==> src/rtl/pool_relu_stream.sv <==
// Per-lane max/average pooling over POOL_K beats, then an optional ReLU, on a valid/ready output register.
// Build option POOL_RELU_LEAKY_EN: a negative ReLU input becomes value >>> 3 instead of 0.
`ifndef CNN_XLEN
`define CNN_XLEN 16
`endif

module pool_relu_stream #(
  parameter int DATA_WID = `CNN_XLEN,
  parameter int LANES    = 4,
  parameter int POOL_K   = 4,
  parameter int LOG2_K   = 2
) (
  input  logic                      clk_i,
  input  logic                      reset_i,
  input  logic                      cfg_avg_i,
  input  logic                      cfg_relu_en_i,
  input  logic                      in_valid_i,
  output logic                      in_ready_o,
  input  logic [LANES*DATA_WID-1:0] in_data_i,
  input  logic                      in_last_i,
  output logic                      out_valid_o,
  input  logic                      out_ready_i,
  output logic [LANES*DATA_WID-1:0] out_data_o,
  output logic                      out_partial_o
);

  localparam int AW = DATA_WID + LOG2_K;
  localparam logic [LOG2_K:0] CNT_LAST = (LOG2_K + 1)'(POOL_K - 1);

  logic [LOG2_K:0]           cnt_q;
  logic                      avg_q;
  logic                      relu_q;
  logic signed [AW-1:0]      acc_q [LANES];
  logic                      out_valid_q;
  logic [LANES*DATA_WID-1:0] out_data_q;
  logic                      out_partial_q;

  logic signed [AW-1:0]       x_ext    [LANES];
  logic signed [AW-1:0]       acc_d    [LANES];
  logic signed [DATA_WID-1:0] pool_res [LANES];
  logic signed [DATA_WID-1:0] act_res  [LANES];
  logic [LANES*DATA_WID-1:0]  out_data_d;
  logic                       accept;
  logic                       first_beat;
  logic                       close_win;
  logic                       mode_avg;
  logic                       mode_relu;

  // The first beat of a window uses the live cfg inputs; later beats use the latched copy.
  always_comb begin
    in_ready_o = !(out_valid_q && !out_ready_i);
    accept     = in_valid_i && in_ready_o;
    first_beat = (cnt_q == '0);
    mode_avg   = first_beat ? cfg_avg_i : avg_q;
    mode_relu  = first_beat ? cfg_relu_en_i : relu_q;
    close_win  = accept && ((cnt_q == CNT_LAST) || in_last_i);
  end

  always_comb begin
    out_data_d = '0;
    for (int i = 0; i < LANES; i++) begin
      x_ext[i] = {{LOG2_K{in_data_i[i*DATA_WID + DATA_WID - 1]}},
                  in_data_i[i*DATA_WID +: DATA_WID]};
      if (first_beat) begin
        acc_d[i] = x_ext[i];
      end else if (mode_avg) begin
        acc_d[i] = acc_q[i] + x_ext[i];
      end else begin
        acc_d[i] = (x_ext[i] > acc_q[i]) ? x_ext[i] : acc_q[i];
      end
      pool_res[i] = mode_avg ? DATA_WID'(acc_d[i] >>> LOG2_K) : DATA_WID'(acc_d[i]);
      if (mode_relu && pool_res[i][DATA_WID-1]) begin
`ifdef POOL_RELU_LEAKY_EN
        act_res[i] = pool_res[i] >>> 3;
`else
        act_res[i] = '0;
`endif
      end else begin
        act_res[i] = pool_res[i];
      end
      out_data_d[i*DATA_WID +: DATA_WID] = act_res[i];
    end
  end

  always_ff @(posedge clk_i or posedge reset_i) begin
    if (reset_i) begin
      cnt_q         <= '0;
      avg_q         <= 1'b0;
      relu_q        <= 1'b0;
      out_valid_q   <= 1'b0;
      out_data_q    <= '0;
      out_partial_q <= 1'b0;
      for (int i = 0; i < LANES; i++) acc_q[i] <= '0;
    end else begin
      if (accept) begin
        cnt_q <= close_win ? '0 : cnt_q + 1'b1;
        if (first_beat) begin
          avg_q  <= cfg_avg_i;
          relu_q <= cfg_relu_en_i;
        end
        for (int i = 0; i < LANES; i++) acc_q[i] <= acc_d[i];
      end
      // A closing window reloads the output even in the cycle the old result drains.
      if (close_win) begin
        out_valid_q   <= 1'b1;
        out_data_q    <= out_data_d;
        out_partial_q <= (cnt_q != CNT_LAST);
      end else if (out_ready_i) begin
        out_valid_q <= 1'b0;
      end
    end
  end

  assign out_valid_o   = out_valid_q;
  assign out_data_o    = out_data_q;
  assign out_partial_o = out_partial_q;

endmodule

==> config.mk <==
export PLATFORM = sky130hd
export DESIGN_NAME = pool_relu_stream
export DESIGN_NICKNAME = d
export VERILOG_FILES = /design/src/rtl/pool_relu_stream.sv
export SDC_FILE = /design/constraint.sdc
export NUM_CORES = 1
export LEC_CHECK = 0
export BUFFER_PORTS_ARGS = -buffer_cell sky130_fd_sc_hd__buf_2
export CORE_ASPECT_RATIO = 1.2
export CORE_MARGIN = 3
export CORE_UTILIZATION = 50
export CTS_CLUSTER_DIAMETER = 120
export DETAILED_ROUTE_END_ITERATION = 7
export PLACE_DENSITY_LB_ADDON = 0.3
export SYNTH_ARGS = -nofsm -noshare
export SYNTH_HDL_FRONTEND = slang
export SYNTH_SLANG_ARGS = --single-unit
==> constraint.sdc <==
create_clock -name clk_i -period 8.7 [get_ports clk_i]
set_clock_uncertainty 0.05 [all_clocks]
set_input_delay 0 -clock clk_i [delete_from_list [all_inputs] [get_ports clk_i]]
set_output_delay 0 -clock clk_i [all_outputs]
set_load 0.02 [all_outputs]
### Word level (Yosys, flattened, before mapping)

Cells that the tools add are included.

* bits of input ports: 71
* flip-flop bits (word level): 143
* output and inout bits: 67

* mux-type cells: 25
* eq/ne operators: 2
* reduce and logical (&&, ||, !) cells: 12
* add/subtract/negate cells: 5
* magnitude comparators: 4

Operator list (count)
* 18-bit 2-to-1 mux: 12
* 16-bit 2-to-1 mux: 8
* 18-bit by 16-bit adder with 18-bit output: 4
* 16-bit by 18-bit greater-than comparator with 1-bit output: 4
* 1-bit logical AND: 7
* 1-bit 2-to-1 mux: 4
* 3-bit by 1-bit adder with 3-bit output, second input constant: 1
* 3-bit by 2-bit equality test with 1-bit output, second input constant: 1
* 3-bit logical NOT: 1
* 3-bit 2-to-1 mux: 1
* 3-bit by 2-bit != test with 1-bit output, second input constant: 1
* 1-bit logical NOT: 2
* 2-bit nonzero test: 1
* 1-bit logical OR: 1

### Logic depth before layout (Yosys ltp)

Gate-level depths: netlist of run 1.

* depth in word-level cells: 7
* mapped depth: 13

### Worst setup path before layout of run 1

OpenSTA, ideal clock, no wires.

* kind: reg2reg
* from: register acc_q[63] (netlist bit)
* to: register out_data_q[0], in the netlist out_data_o[0]
* path slack: 5540 ps
* stages on the path, launching flop included: 14
* setup time: 138 ps
* arrival time: 2971 ps
* data required time: 8512 ps
* clock period less this slack: 3160 ps
* path through: dfrtp_1 inv_1 ha_1 buf_6 a21o_1 a21o_1 o31a_1 or4b_4 and2_4 o21ai_2 a22oi_2 a21oi_2 buf_4 o31ai_1

* word-level cells in the longest chain between the ends: 7

RTL lines
* start: declaration: RTL line 33 `logic signed [AW-1:0] acc_q [LANES];`
* 16-bit by 18-bit greater-than comparator with 1-bit output: RTL line 69 `acc_d[i] = (x_ext[i] > acc_q[i]) ? x_ext[i] : acc_q[i];`
* 18-bit 2-to-1 mux: RTL line 69
* 18-bit 2-to-1 mux (*): RTL line 66 `end else if (mode_avg) begin`
* 18-bit 2-to-1 mux (*): RTL line 64 `if (first_beat) begin`
* 16-bit 2-to-1 mux (*): RTL line 71 `pool_res[i] = mode_avg ? DATA_WID'(acc_d[i] >>> LOG2_K) : DATA_WID'(acc_d[i]);`
* 1-bit logical AND: RTL line 72 `if (mode_relu && pool_res[i][DATA_WID-1]) begin`
* 16-bit 2-to-1 mux (*): RTL line 72
* end signal: assignment: RTL line 106 `out_data_q <= out_data_d;`
* end: declaration: RTL line 35 `logic [LANES*DATA_WID-1:0] out_data_q;`

Mark *: on every way between the ends. The rest lies on a longest branch, timed or not.
A chain may end at the register's enable or synchronous reset.

### Worst setup path in the final report of run 1

* from: register acc_q[8] (netlist bit)
* to: register out_data_q[62], in the netlist out_data_o[62]

Same word-level chain as after synthesis.

==> impl_metrics.env, run 1 <==
export IMPL_status="complete, no violations"
export IMPL_post_route_min_period_ns=4.069
export IMPL_synth_main_ff_cell="dfrtp_1"
export IMPL_rows=63
export IMPL_cts_tree="done"
export IMPL_synth_commonest_cells="nand2_1, dfrtp_1, ha_1, inv_1, nor2_1"
export IMPL_via_count=12490
export IMPL_die_h_um=180.6
export IMPL_stdcell_area_mm2=0.01460
export IMPL_grt_antenna_before_repair=3
export IMPL_grt_pass1_wl_um=66020
export IMPL_hold_slack_ns=0.003280
export IMPL_grt_pass1_vias=12600
export IMPL_use_met3_pct=4.780
export IMPL_worstSetupPathType="flop to flop"
export IMPL_yosys_warnings=0
export IMPL_ir_worst_vdd_v=0.0001725
export IMPL_synth_seq_cells=143
export IMPL_p_sw_mw=2.848
export IMPL_min_path_type="input port to flop"
export IMPL_synth_area_top_cells="dfrtp_1, ha_1, nand2_1"
export IMPL_avgSynthCellArea_um2=8.363
export IMPL_fill_cells=2270
export IMPL_cp_slowest_cell="and2_1"
export IMPL_port_buffers=137
export IMPL_grtUsageTotal_pct=30.10
export IMPL_crit_chain="inv_1 > ha_1 > a21o_1 > a21oi_1 > o221ai_1 > o31ai_1 > and2_1 > o21ai_1 > a222oi_1 > a2bb2oi_1 > a22o_1"
export IMPL_drtPass1Iterations=6
export IMPL_ys_types=84
export IMPL_ant_nets=0
export IMPL_power_leakage_nw=6.848
export IMPL_io_pins=138
export IMPL_clkPwrFrac_pct=13.7
export IMPL_cts_sinks=143
export IMPL_worst_ep_arrival_time_ns=4.35
export IMPL_htreeDepth=4
export IMPL_synth_top_area_cell="dfrtp_1"
export IMPL_cp_slowest_stage_delay_ns=0.67
export IMPL_tightest_slew_ns=1.120
export IMPL_drv_cap=0
export IMPL_drc=0
export IMPL_dp_cells=1925
export IMPL_max_freq_ghz=0.2458
export IMPL_viasPerCell=6.267
export IMPL_avgRoutedWirePerCell_um=20.60
export IMPL_total_power_mw=5.698
export IMPL_ys_async_sr_fraction_pct=100.0
export IMPL_wirelength_um=41050
export IMPL_place_area_mm2=0.01365
export IMPL_dieArea_mm2=0.02736
export IMPL_hold_viol=0
export IMPL_gr_max_usage_layer="met2"
export IMPL_pwr_share_comb_pct=64.6
export IMPL_die_w_um=151.5
export IMPL_synth_most_common_cell="nand2_1"
export IMPL_grt_max_degree=101
export IMPL_synth_top_cell_area_share_pct=28.17
export IMPL_rsz0062_at_grt="false"
export IMPL_cts_root_buf="clkbuf_16"
export IMPL_synth_edf_count=0
export IMPL_finalWeightedCongestion=0.9612
export IMPL_period_share_pct=46.77
export IMPL_grtUsageMet1_pct=39.38
export IMPL_clkTransAtPathRegs_ns=0.07
export IMPL_cp_required_ns=8.98
export IMPL_fin_cells=1993
export IMPL_setup_violations_final=0
export IMPL_drive_gt1_share_pct=14.53
export IMPL_nets=1871
export IMPL_netlist_area_mm2=0.01270
export IMPL_power_density_mw_per_mm2=390.2
export IMPL_setup_tns_ns=0
export IMPL_drt_iter0_markers=1065
export IMPL_initial_utilization_pct=51.16
export IMPL_clk_latency_ns=0.44
export IMPL_cp_start_kind="flop"
export IMPL_syn_to_final_growth_pct=14.96
export IMPL_met2_usage_pct=49.65
export IMPL_worstPathMaxFanout=16
export IMPL_ys_seq_area_share_pct=28.17
export IMPL_grt_overflow_total=0
export IMPL_dp_hpwl_um=28420
export IMPL_syn_num_nets=1737
export IMPL_coreArea_mm2=0.02483
export IMPL_report_final_slew_viol_count=0
export IMPL_cts_buffers=17
export IMPL_cts_resized=0
export IMPL_seqPwrFrac_pct=21.7
export IMPL_syn_inst=1519
export IMPL_clockBufferDepth=2
export IMPL_slew_headroom_pct=25.23
export IMPL_crit_path_end_kind="flop"
export IMPL_intPower_mw=2.850
export IMPL_swShare_pct=49.99
-- cells in the final DEF (no fill, tap or decap), types with 14 or more instances in the layout --
cell type,instances
a21o_1,19
a21oi_1,91
a221oi_1,23
a22o_1,40
and3_1,14
buf_2,137
buf_4,16
clkbuf_16,17
dfrtp_1,143
dlygate4sd3_1,34
ha_1,143
inv_1,131
mux2_2,15
mux2i_1,21
nand2_1,148
nand2b_1,23
nand3_1,19
nand4_1,16
nor2_1,111
nor2b_1,16
nor3_1,20
o21ai_0,98
o221ai_1,15
o22ai_1,33
o31ai_1,25
xnor2_1,39
-- state kept, by name (all words and copies together) (netlist names) --
register and cells:
out_partial_o 1, avg_q 1, out_data_o 64, cnt_q 3, acc_q 72, out_valid_o 1, relu_q 1
-- routing by layer --
layer,up-vias,share of wire [%],wire length (um)
met2,550,47,19480
li1,5842,-,-
met3,108,7.5,3075
met1,5990,42,17180
met5,-,0,0
met4,0,3.2,1307
-- path summary, 6_finish.rpt --
kind / slack (ns) / cells past startpoint / startpoint / endpoint
max: 4.63 / 11 / acc_q[8] / out_data_o[62]
min: 0.003 / 3 / in_data_i[9] / out_data_o[9]
max reg2reg: 4.63 / 11 / acc_q[8] / out_data_o[62]
min reg2reg: 0.41 / 2 / out_data_o[29] / out_data_o[29]
max in group asynchronous: 6.97 / 4 / reset_i / acc_q[21]
min in group asynchronous: 0.19 / 3 / reset_i / out_data_o[61]
-- worst max-delay path, delay by kind of cell (launching register included) --
| family | cells | cell delay, ns |
|---|---|---|
| compound gates | 8 | 2.38 |
| simple gates | 1 | 0.67 |
| flops | 1 | 0.39 |
| fa+ha+maj | 1 | 0.37 |
| buf+inv | 1 | 0.07 |
-- kinds of logic after synthesis --
| family | Yosys count | synth area share [%] |
|---|---|---|
| compound gates | 514 | 28.62 |
| xor+xnor | 49 | 3.378 |
| fa+ha+maj | 147 | 14.71 |
| buf+inv | 204 | 6.294 |
| flops | 143 | 28.17 |
| mux | 36 | 2.984 |
| simple gates | 426 | 15.84 |
-- stage by stage --
step / worst slack, ns / utilization [%]
final: 4.631 / 58.82
after global routing: 4.339 / 58.82
after CTS: 4.662 / 58.79
after floorplan: 4.812 / -
after global placement: 4.773 / 54.99
after detailed placement: 4.694 / 54.99
-- layout make-up --
| cell class | instances | area (um2) | share of cell area (%) |
|---|---|---|---|
| antenna | 3 | 7.507 | 0.05141 |
| clock buffer | 19 | 442.9 | 3.033 |
| clock inverter | 12 | 158.9 | 1.088 |
| inverter | 132 | 500.5 | 3.427 |
| multi-input combinational | 1172 | 8363 | 57.27 |
| sequential | 143 | 3578 | 24.50 |
| tap | 325 | 406.6 | 2.784 |
| timing repair buffer | 187 | 1146 | 7.848 |
-- what timing repair did --
action | 4_1_cts | 5_1_grt
setup buffers | 0 | 0
endpoints found under the hold margin | 120 | 0
hold buffers | 34 | 0
-- power groups by stage --
stage	logic, mW	clock network, mW	registers [mW]
floorplan	2.49	0	1.36
finish	3.68	0.778	1.24
global route	4.04	0.813	1.28
CTS	3.63	0.783	1.23
detailed placement	3.59	0	1.24
global placement	3.55	0	1.23
(Power assumes the default switching activity.)
==> run 2, diff against run 1 <==
- clock period: 8.7 -> 3.85 ns (I/O delays scaled with it)
==> impl_metrics.env, run 2 (synthesis results as in run 1) <==
export IMPL_hold_viol=1
export IMPL_pwr_share_comb_pct=65.4
export IMPL_drtPass1Iterations=5
export IMPL_clkTransAtPathRegs_ns=0.06
export IMPL_crit_chain="inv_1 > ha_1 > a211o_1 > o211ai_1 > a21oi_1 > or4_1 > and2_1 > buf_4 > o21a_1 > o221ai_1 > o22ai_1 > a22o_1"
export IMPL_cp_num_buf_inv=2
export IMPL_max_freq_ghz=0.2761
export IMPL_drv_cap=0
export IMPL_clockBufferDepth=2
export IMPL_grt_pass1_wl_um=63980
export IMPL_tightest_slew_ns=0.9101
export IMPL_die_h_um=180.6
export IMPL_post_cts_buffers=0
export IMPL_power_density_mw_per_mm2=875.8
export IMPL_drt_iter0_markers=1222
export IMPL_grt_max_degree=125
export IMPL_largest_reg_flops=72
export IMPL_worstPathMaxFanout=11
export IMPL_dp_hpwl_um=29120
export IMPL_dieArea_mm2=0.02736
export IMPL_via_count=12480
export IMPL_viasPerCell=6.170
export IMPL_drive_gt1_share_pct=15.91
export IMPL_coreArea_mm2=0.02483
export IMPL_avgRoutedWirePerCell_um=19.95
export IMPL_die_w_um=151.5
export IMPL_wirelength_um=40330
export IMPL_setup_violations_final=0
export IMPL_grt_pass1_vias=12300
export IMPL_setup_tns_ns=0
export IMPL_power_leakage_nw=6.995
export IMPL_crit_path_end_kind="flop"
export IMPL_io_pins=138
export IMPL_fin_cells=2022
export IMPL_drc=0
export IMPL_intPower_mw=6.539
export IMPL_critPathTopFamily="compound AO/OA/AOI/OAI gates"
export IMPL_mostFrequentLayoutCells="nand2_1, ha_1, dfrtp_1, buf_2, inv_1"
export IMPL_period_share_pct=94.09
export IMPL_p_sw_mw=6.474
export IMPL_status="finished, violations left"
export IMPL_slew_headroom_pct=39.05
export IMPL_dp_cells=1954
export IMPL_final_common_cell="nand2_1"
export IMPL_clk_latency_ns=0.43
export IMPL_report_final_slew_viol_count=0
export IMPL_stdcell_area_mm2=0.01486
export IMPL_ant_nets=0
export IMPL_rsz0062_at_grt="false"
export IMPL_rows=63
export IMPL_worst_ep_arrival_time_ns=3.89
export IMPL_cts_buffers=17
export IMPL_hold_slack_ns=-0.003664
export IMPL_ir_worst_vdd_v=0.0003998
export IMPL_place_area_mm2=0.01392
export IMPL_finalWeightedCongestion=0.9495
export IMPL_htreeDepth=4
export IMPL_fill_cells=2251
export IMPL_antenna_cells=0
export IMPL_worstSetupPathType="flop to flop"
export IMPL_syn_to_final_growth_pct=16.96
export IMPL_swShare_pct=49.75
export IMPL_cp_slowest_cell="or4_1"
export IMPL_total_power_mw=13.01
export IMPL_cts_tree="done"
export IMPL_cp_start_kind="flop"
export IMPL_cp_required_ns=4.12
export IMPL_clkPwrFrac_pct=13.0
export IMPL_grt_overflow_total=0
export IMPL_largest_register="acc_q"
export IMPL_cp_slowest_stage_delay_ns=0.62
export IMPL_post_route_min_period_ns=3.622
export IMPL_cts_sinks=143
export IMPL_port_buffers=137
export IMPL_grt_antenna_before_repair=0
export IMPL_min_path_type="input port to flop"
export IMPL_grtUsageTotal_pct=28.94
export IMPL_cts_root_buf="clkbuf_16"
export IMPL_violations="hold timing"
export IMPL_seqPwrFrac_pct=21.6
export IMPL_initial_utilization_pct=51.16
export IMPL_nets=1902
-- run 2: cell types whose count changed in the layout (fill, tap and decap cells not counted), sizes merged --
cell | before | now
buf | 153 | 182
bufinv | 3 | 2
clkbuf | 19 | 21
clkinv | 1 | 3
diode | 3 | 0
dlygate4sd3 | 34 | 36
inv | 135 | 133
-- run 2: what timing repair did --
item | in CTS | in global routing
gates resized for setup | 0 | 1
endpoints found under the hold margin | 61 | 0
hold buffers | 36 | 0
endpoints found under the setup margin | 0 | 1
-- run 2: layer usage --
metal	GRT usage (%)	part of all wire [%]
met5	0	0
met4	10.86	3.5
met3	4.126	6.7
met2	46.91	47
met1	39.05	43
-- run 2: final timing paths --
path                       slack [ns]            from  depth (start not counted)              to
min in group asynchronous        0.10         reset_i                          3       acc_q[66]
min                            -0.004   in_data_i[22]                          3       acc_q[42]
max reg2reg                      0.23       acc_q[11]                         12  out_data_o[57]
min reg2reg                      0.43  out_data_o[32]                          2  out_data_o[32]
max in group asynchronous        2.58         reset_i                          4        acc_q[7]
max                              0.23       acc_q[11]                         12  out_data_o[57]
-- run 2: tightest hold or removal path, stage by stage --
cell and delay, ns:
buf_2 0.11, a222oi_1 0.13, o21ai_0 0.18
-- run 2: metrics by stage --
stage               setup slack [ns]  utilization [%]
floorplan                     0.6903                -
global placement              0.3890            56.06
detailed placement            0.3185            56.06
CTS                           0.2956            59.83
global route                 0.07221            59.84
finish                        0.2276            59.84
-- run 2: power by group through the flow --
| stage | Clock [mW] | Combinational, mW | Sequential [mW] |
|---|---|---|---|
| 2_1_floorplan | 0 | 5.62 | 3.07 |
| 3_3_place_gp | 0 | 8.17 | 2.79 |
| 3_5_place_dp | 0 | 8.28 | 2.82 |
| 4_1_cts | 1.70 | 8.38 | 2.80 |
| 5_1_grt | 1.75 | 9.32 | 2.90 |
| 6_report | 1.69 | 8.51 | 2.81 |
-- run 2: cell type report --
type	count	area (um2)	share of cell area, %
clock buffers	21	440.4	2.964
clock inverters	11	133.9	0.9010
inverters	132	499.2	3.360
multi-input cells	1172	8366	56.30
flip-flops and latches	143	3578	24.08
well taps	325	406.6	2.737
repair buffers	218	1434	9.651
==> run 3, diff against run 2 <==
- GPL_TIMING_DRIVEN: unset -> 0
==> impl_metrics.env, run 3 (synthesis results as in run 1) <==
export IMPL_status="finished, violations left"
export IMPL_violations="hold timing"
export IMPL_ir_worst_vdd_v=0.0004370
export IMPL_avgRoutedWirePerCell_um=23.30
export IMPL_via_count=13310
export IMPL_clk_latency_ns=0.45
export IMPL_drt_iter0_markers=1533
export IMPL_period_share_pct=98.57
export IMPL_rows=63
export IMPL_post_route_min_period_ns=3.795
export IMPL_cp_start_kind="flop"
export IMPL_io_pins=138
export IMPL_rsz0062_at_grt="false"
export IMPL_r2r_setup_slack_ns=0.05
export IMPL_power_leakage_nw=7.015
export IMPL_cts_root_buf="clkbuf_16"
export IMPL_cts_tree="done"
export IMPL_seqPwrFrac_pct=21.3
export IMPL_r2r_start="cnt_q[0]"
export IMPL_worst_ep_arrival_time_ns=4.12
export IMPL_wirelength_um=48000
export IMPL_initial_utilization_pct=51.16
export IMPL_reg2reg_depth=11
export IMPL_clkTransAtPathRegs_ns=0.06
export IMPL_place_area_mm2=0.01385
export IMPL_die_w_um=151.5
export IMPL_p_sw_mw=6.947
export IMPL_tightest_slew_ns=1.093
export IMPL_whs_endpoint="acc_q[21]"
export IMPL_swShare_pct=51.81
export IMPL_cts_buffers=17
export IMPL_htreeDepth=4
export IMPL_r2r_end="out_data_o[53]"
export IMPL_coreArea_mm2=0.02483
export IMPL_pre_cts_ws_ns=-0.4440
export IMPL_min_path_type="input port to flop"
export IMPL_layout_setup_ws_ns=0.05495
export IMPL_total_power_mw=13.41
export IMPL_cts_sinks=143
export IMPL_dp_hpwl_um=34910
export IMPL_crit_start="cnt_q[0]"
export IMPL_drc=0
export IMPL_min_delay_start="in_data_i[35]"
export IMPL_worstHoldPathCells=3
export IMPL_port_buffers=136
export IMPL_largest_register="acc_q"
export IMPL_nets=1941
export IMPL_hold_slack_ns=-0.008852
export IMPL_worstPathMaxFanout=10
export IMPL_fill_cells=2273
export IMPL_setup_tns_ns=0
export IMPL_viasPerCell=6.460
export IMPL_syn_to_final_growth_pct=18.04
export IMPL_slew_headroom_pct=27.15
export IMPL_worstSetupPathType="flop to flop"
export IMPL_grt_pass1_vias=12960
export IMPL_grt_antenna_before_repair=0
export IMPL_grt_max_degree=40
export IMPL_drv_cap=0
export IMPL_drtPass1Iterations=7
export IMPL_intPower_mw=6.462
export IMPL_grt_pass1_wl_um=72870
export IMPL_cp_required_ns=4.18
export IMPL_pwr_share_comb_pct=66.5
export IMPL_clockBufferDepth=2
export IMPL_setup_violations_final=0
export IMPL_crit_path_end_kind="flop"
export IMPL_antenna_cells=0
export IMPL_grt_overflow_total=0
export IMPL_grtUsageTotal_pct=34.47
export IMPL_final_common_cell="nand2_1"
export IMPL_power_density_mw_per_mm2=894.1
export IMPL_largest_reg_flops=72
export IMPL_ant_nets=0
export IMPL_mostFrequentLayoutCells="nand2_1, ha_1, dfrtp_1, buf_2, inv_1"
export IMPL_hold_viol=1
export IMPL_max_freq_ghz=0.2635
export IMPL_stdcell_area_mm2=0.01500
export IMPL_finalWeightedCongestion=0.9517
export IMPL_dieArea_mm2=0.02736
export IMPL_clkPwrFrac_pct=12.2
export IMPL_die_h_um=180.6
export IMPL_drive_gt1_share_pct=15.50
export IMPL_final_util_pct=60.39
export IMPL_report_final_slew_viol_count=0
## run 3: cell count changes in the layout (fill, tap and decap cells not counted), sizes merged
| cell | change |
|---|---|
| clkdlybuf4s15 | +3 |
| clkbuf | +54 |
| bufinv | -1 |
| buf | -24 |
| dlygate4sd3 | +4 |
| inv | +2 |
## run 3: power groups by stage
| stage | combinational [mW] | clock, mW | sequential (mW) |
|---|---|---|---|
| 2_1_floorplan | 5.62 | 0 | 3.07 |
| 3_3_place_gp | 8.30 | 0 | 2.83 |
| 3_5_place_dp | 8.42 | 0 | 2.84 |
| 4_1_cts | 8.56 | 1.64 | 2.82 |
| 5_1_grt | 9.60 | 1.70 | 2.92 |
| 6_report | 8.92 | 1.64 | 2.85 |
## run 3: worst max path at each step
stage / to / slack, ns / depth (start not counted)
finish: out_data_o[53] / 0.05 / 11
global placement: out_data_o[49] / -0.50 / 11
global route: out_data_o[47] / 0.009 / 13
CTS: out_data_o[41] / 0.02 / 13
floorplan: out_data_o[0] / 0.69 / 13
detailed placement: out_data_o[49] / -0.44 / 11
## run 3: routing by layer
layer | wire [um] | global-route usage (%) | share of wire [%]
met1 | 18370 | 43.73 | 38
met2 | 21820 | 54.92 | 45
met3 | 4727 | 6.340 | 9.8
met4 | 3086 | 19.13 | 6.4
met5 | 0 | 0 | 0
## run 3: layout make-up
class / instances / area [um2] / share of cell area [%]
clock buffers: 19 / 442.9 / 2.954
well taps: 325 / 406.6 / 2.712
plain buffers: 71 / 345.3 / 2.303
multi-input cells: 1172 / 8419 / 56.15
inverters: 132 / 499.2 / 3.329
repair buffers: 186 / 1194 / 7.960
clock inverters: 12 / 110.1 / 0.7343
flip-flops and latches: 143 / 3578 / 23.86
## run 3: timing repair
| action | in CTS | in global routing |
|---|---|---|
| pin swaps | 0 | 6 |
| hold buffers | 39 | 1 |
| gates resized for setup | 21 | 28 |
| gates cloned | 0 | 0 |
| endpoints found under the setup margin | 58 | 63 |
| hold endpoints to repair | 80 | 1 |
| buffers inserted | 0 | 7 |
## run 3: stage by stage
stage	hold slack [ns]	std cells
detailed placement	0.1661	1983
global route	0.01323	2060
CTS	0.001360	2053
floorplan	0.1280	1519
global placement	0.2655	1980
finish	-0.008852	2060
## run 3: critical path, stage by stage (launching register included)
cell       delay [ns]
dfrtp_1          0.41
inv_1            0.07
ha_1             0.15
nor2b_1          0.36
clkbuf_2         0.40
nand2_1          0.36
nand2_1          0.20
clkbuf_1         0.59
clkbuf_2         0.53
o21ai_0          0.16
o2bb2ai_1        0.25
a22o_1           0.17
